<file path="src/rtl/seq_uart_reporter.sv">
// seq_uart_reporter: converts a 16-bit value to decimal ASCII and sends it as "ddddd\r\n" over UART 8N1.
//   Ports: clk, rst (async, active high); num_in/num_valid/num_ready accept a value (ready only in IDLE);
//   tx serial output (idles high); busy high outside IDLE; drop_count saturating count of valids refused.
//   Macro LEADING_ZERO_SUPPRESS_EN: when defined, leading zero digits are skipped (0 is still sent as "0").
module seq_uart_reporter #(
  parameter int CLKS_PER_BIT = 434
) (
  input  logic        clk,
  input  logic        rst,
  input  logic [15:0] num_in,
  input  logic        num_valid,
  output logic        num_ready,
  output logic        tx,
  output logic        busy,
  output logic [7:0]  drop_count
);
  typedef enum logic [2:0] {IDLE, CONVERT, LOAD, SEND, DONE} state_t;
  state_t      state_q, state_d;
  logic [15:0] bin_q, bin_d, baud_q, baud_d;
  logic [19:0] bcd_q, bcd_d, adj, conv, dsh;
  logic [3:0]  cnt_q, cnt_d;
  logic [2:0]  idx_q, idx_d, first;
  logic [9:0]  sh_q, sh_d;
  logic [7:0]  drop_q, drop_d, chr;
  logic        bit_done;
  // shift-add-3: bump every digit above 4 before the doubling shift
  always_comb begin
    adj = bcd_q;
    for (int i = 0; i < 5; i++)
      adj[4*i +: 4] = bcd_q[4*i +: 4] > 4'd4 ? bcd_q[4*i +: 4] + 4'd3 : bcd_q[4*i +: 4];
  end
  assign conv = {adj[18:0], bin_q[15]};
`ifdef LEADING_ZERO_SUPPRESS_EN
  // first character index taken from the final BCD result; the units digit is always sent
  assign first = conv[19:16] != 4'd0 ? 3'd0 : conv[15:12] != 4'd0 ? 3'd1 :
                 conv[11:8] != 4'd0 ? 3'd2 : conv[7:4] != 4'd0 ? 3'd3 : 3'd4;
`else
  assign first = 3'd0;
`endif
  // character index 0..4 are digits (most significant first), 5 is CR, 6 is LF
  assign dsh = bcd_q << {idx_q, 2'b00};
  assign chr = idx_q == 3'd5 ? 8'h0D : idx_q == 3'd6 ? 8'h0A : {4'h3, dsh[19:16]};
  assign bit_done = baud_q == 16'(CLKS_PER_BIT - 1);
  assign num_ready = state_q == IDLE;
  assign busy = !num_ready;
  // decoded from registers so reset drives tx high without waiting for a clock
  assign tx = state_q != SEND || sh_q[0];
  assign drop_count = drop_q;
  assign drop_d = num_valid && !num_ready && drop_q != 8'hFF ? drop_q + 8'd1 : drop_q;
  always_comb begin
    state_d = state_q;
    bin_d = bin_q;
    bcd_d = bcd_q;
    cnt_d = cnt_q;
    idx_d = idx_q;
    sh_d = sh_q;
    baud_d = baud_q;
    case (state_q)
      IDLE: if (num_valid) begin
        state_d = CONVERT;
        bin_d = num_in;
        bcd_d = '0;
        cnt_d = '0;
      end
      CONVERT: begin
        bin_d = bin_q << 1;
        bcd_d = conv;
        cnt_d = cnt_q + 4'd1;
        if (cnt_q == 4'd15) begin
          state_d = LOAD;
          idx_d = first;
        end
      end
      LOAD: begin
        state_d = SEND;
        sh_d = {1'b1, chr, 1'b0};
        baud_d = '0;
        cnt_d = '0;
      end
      SEND: begin
        baud_d = baud_q + 16'd1;
        if (bit_done) begin
          baud_d = '0;
          sh_d = {1'b1, sh_q[9:1]};
          cnt_d = cnt_q + 4'd1;
          if (cnt_q == 4'd9) begin
            cnt_d = '0;
            idx_d = idx_q + 3'd1;
            state_d = idx_q == 3'd6 ? DONE : LOAD;
          end
        end
      end
      default: state_d = IDLE;
    endcase
  end
  always_ff @(posedge clk or posedge rst) begin
    if (rst) begin
      state_q <= IDLE;
      bin_q <= '0;
      bcd_q <= '0;
      cnt_q <= '0;
      idx_q <= '0;
      sh_q <= '0;
      baud_q <= '0;
      drop_q <= '0;
    end else begin
      state_q <= state_d;
      bin_q <= bin_d;
      bcd_q <= bcd_d;
      cnt_q <= cnt_d;
      idx_q <= idx_d;
      sh_q <= sh_d;
      baud_q <= baud_d;
      drop_q <= drop_d;
    end
  end
endmodule

</file>
<file path="config.mk">
export PLATFORM = sky130hd
export DESIGN_NAME = seq_uart_reporter
export DESIGN_NICKNAME = d
export VERILOG_FILES = /design/src/rtl/seq_uart_reporter.sv
export SDC_FILE = /design/constraint.sdc
export NUM_CORES = 1
export LEC_CHECK = 0
export BUFFER_PORTS_ARGS = -buffer_cell sky130_fd_sc_hd__buf_2
export CAP_MARGIN = 20
export CELL_PAD_IN_SITES_DETAIL_PLACEMENT = 1
export CELL_PAD_IN_SITES_GLOBAL_PLACEMENT = 1
export CORE_ASPECT_RATIO = 1.5
export CORE_MARGIN = 2
export CORE_UTILIZATION = 45
export DETAILED_ROUTE_END_ITERATION = 7
export GPL_ROUTABILITY_DRIVEN = 0
export HOLD_SLACK_MARGIN = 0.1
export PLACE_DENSITY_LB_ADDON = 0.1
export SLEW_MARGIN = 20
export SYNTH_ARGS = -nofsm -noshare
export SYNTH_HDL_FRONTEND = slang
export SYNTH_SLANG_ARGS = --single-unit
</file>
<file path="constraint.sdc">
create_clock -name clk -period 7.3 [get_ports clk]
set_clock_uncertainty 0.2 [all_clocks]
set_input_delay 1.46 -clock clk [delete_from_list [all_inputs] [get_ports clk]]
set_output_delay 1.46 -clock clk [all_outputs]
set_load 0.005 [all_outputs]
</file>
==> results_dict.tcl <==
set metrics [dict create \
    root_buffer "clkbuf_16" \
    async_flop_share_pct 100 \
    hpwl_um 7670 \
    diodes 0 \
    first_pass_iters 4 \
    num_rows 44 \
    die_h_um 125 \
    critPathSlowestCell "dfrtp_1" \
    start_kind "flop" \
    synth_common_cells "dfrtp_1, nand2_1, o21ai_0" \
    finalSetupViolCount 0 \
    required_ns 5.64 \
    grt_use_total_pct 22.4 \
    post_cts_buffers 0 \
    synth_compound_area_share_pct 19.3 \
    cts_htree_levels 3 \
    fin_nets 535 \
    wl_um 11000 \
    portBuffers 29 \
    num_vias 3660 \
    seq_area_frac_synth_pct 45.3 \
    finalHoldViolCount 0 \
    synth_ff_type "dfrtp_1" \
    cts_tree "built" \
    switching_power_uw 459 \
    synth-simple-area-share_pct 20.5 \
    finalCritPeriodShare_pct 45.2 \
    p_leak_uw 0.00217 \
    grt_max_degree 81 \
    synth_fa_ha_area_share_pct 3.68 \
    drv_cap 0 \
    start_util_pct 45.9 \
    startpoint "state_q[0]$_DFFE_PP0P_" \
    avgSynthCellArea_um2 9.06 \
    yosysUniqueCellTypes 60 \
    yosys.area_share.xor_xnor_pct 2.57 \
    clkTransAtPathRegs_ns 0.06 \
    outcome "complete, no violations" \
    antenna_found_initial 0 \
    power_density_nw_per_um2 301 \
    clock.fmax_mhz 303 \
    yosys.area.top_type "dfrtp_1" \
    clock_latency_ns 0.34 \
    cts_buffers 9 \
    sw_frac_of_total_pct 31.2 \
    worstMarginPinSlew_ns 0.911 \
    synth_area_um2 4420 \
    rr_endpoint "baud_q[13]$_DFFE_PP0P_" \
    coreArea_um2 9630 \
    io_pins 30 \
    yosysMostFrequentCell "dfrtp_1" \
    seq_power_share_pct 45.1 \
    num-fill-cells 1135 \
    cts_sinks 80 \
    relSlewSlack_pct 39.1 \
    yosysWarnings 0 \
    slew_violations 0 \
    rsz0062_at_grt "no" \
    worst-setup-path-type "flop to output pin" \
    r2r_setup_slack_ns 4.59 \
    reg2reg_depth 5 \
    wl_per_cell_um 17.7 \
    synth_edf_count 0 \
    r2r_start "state_q[1]$_DFFE_PP0P_" \
    dp_slack_ns 4.24 \
    vdd_drop_max_v 0.000151 \
    ctsHoldBuffers 0 \
    slowest_delay_ns 0.61 \
    internal_power_uw 1010 \
    crit_end "tx" \
    period_minus_slack_ns 3.30 \
    grt_first_pass_wirelength_um 19100 \
    grt-ovfl-total 0 \
    ant_nets 0 \
    tns_ns 0 \
    cts_resized 0 \
    combinationalPowerShare_pct 21.3 \
    worstSetupEndpointType "output pin" \
    die_area_um2 10700 \
    syn_inst 488 \
    via_per_inst 5.88 \
    ys_top_cells_by_area "dfrtp_1, o21ai_0, nand2_1" \
    critPathMaxFanout 13 \
    synthesis.nets 520 \
    clkPwrFrac_pct 33.7 \
    synth_mux_area_share_pct 2.18 \
    drtIter0Drc 175 \
    die_x_um 84.9 \
    hold_path_class "flop to flop" \
    syn_to_final_growth_pct 10.3 \
    grt_pass1_vias 3932 \
    worstPathCellList "and3b_1 -> nand2b_1 -> buf_2" \
    holdWs_ns 0.286 \
    finalWorstSetupSlack_ns 4.00 \
    synth_top_area_share_pct 45.3 \
    critPathArrivalTime_ns 1.64 \
    ys_ff_latch 80 \
    synth_top_family_by_area "simple AND/OR/NAND/NOR gates" \
    remaining_drc_errors 0 \
    clk_path_buf_depth 2 \
    drive_gt1_share_pct 12.8 \
]
power groups by stage:
| stage | Sequential, uW | Clock, uW | Combinational, uW |
|---|---|---|---|
| finish | 661 | 494 | 312 |
| global route | 681 | 523 | 367 |
| CTS | 662 | 504 | 321 |
| detailed placement | 669 | 0 | 319 |
| global placement | 663 | 0 | 298 |
| floorplan | 630 | 0 | 245 |
worst max-delay path, delay by kind of cell (launching register included):
kind | cells | cell delay (ns)
buffers and inverters | 1 | 0.14
AND/OR/NAND/NOR | 2 | 0.54
flip-flops | 1 | 0.61
cell families after synthesis:
| family | count (synthesis) |
|---|---|
| adder cells (fa/ha/maj) | 13 |
| AO/OA/AOI/OAI | 139 |
| AND/OR/NAND/NOR | 180 |
| XOR/XNOR | 13 |
| flip-flops | 80 |
| buffers and inverters | 56 |
| multiplexers | 7 |
worst min path at each step:
stage                                      from              endpoint  cells past startpoint
final                       sh_q[3]$_DFFE_PP0P_   sh_q[3]$_DFFE_PP0P_                      2
after global routing        sh_q[1]$_DFFE_PP0P_   sh_q[0]$_DFFE_PP0P_                      2
after CTS                   sh_q[1]$_DFFE_PP0P_   sh_q[1]$_DFFE_PP0P_                      2
after detailed placement  bin_q[15]$_DFFE_PP0P_  bcd_q[0]$_DFFE_PP0P_                      2
after global placement      sh_q[3]$_DFFE_PP0P_   sh_q[3]$_DFFE_PP0P_                      2
after floorplan             sh_q[9]$_DFFE_PP0P_   sh_q[9]$_DFFE_PP0P_                      1
per-layer routing:
layer	up-vias	track usage, %	share of wire [%]
met5	-	0	0
met4	0	8.59	2.1
met3	17	3.43	1.7
met2	36	40.9	56
met1	1836	26.1	40
li1	1771	-	-
final cells by class:
type / count / area (um2) / area share, %
clock buffers: 12 / 256 / 5.26
clock inverters: 3 / 65.1 / 1.33
inverters: 29 / 111 / 2.28
multi-input cells: 352 / 2140 / 43.8
flip-flops and latches: 80 / 2000 / 41.0
well taps: 115 / 144 / 2.95
repair buffers: 31 / 164 / 3.36
flip-flops by register name, indices dropped and copies added (netlist names):
signal and count:
bin_q 16, state_q 3, idx_q 3, sh_q 10, cnt_q 4, baud_q 16, bcd_q 20, drop_count 8
per-stage QoR:
| stage | util, % | total power, uW | std cells | instance area, um2 |
|---|---|---|---|---|
| after floorplan | - | 875 | 488 | 4420 |
| after global placement | 47.3 | 961 | 607 | 4550 |
| after detailed placement | 47.3 | 987 | 607 | 4550 |
| after CTS | 50.6 | 1490 | 622 | 4870 |
| after global routing | 50.6 | 1570 | 622 | 4880 |
| final | 50.6 | 1470 | 622 | 4880 |
layout by cell type, fill, tap and decap left out, drive strengths merged, types with 12 or more instances in the layout:
master  netlist  final
ha           13     13
nand3        28     28
inv          28     27
a31oi        12     12
nand2        55     55
buf          21     31
dfrtp        80     80
a21oi        34     34
o21ai        51     51
nor2         41     41
clkbuf        6     12
nor3         16     16
Note: power is estimated with default switching activity, not from simulation.
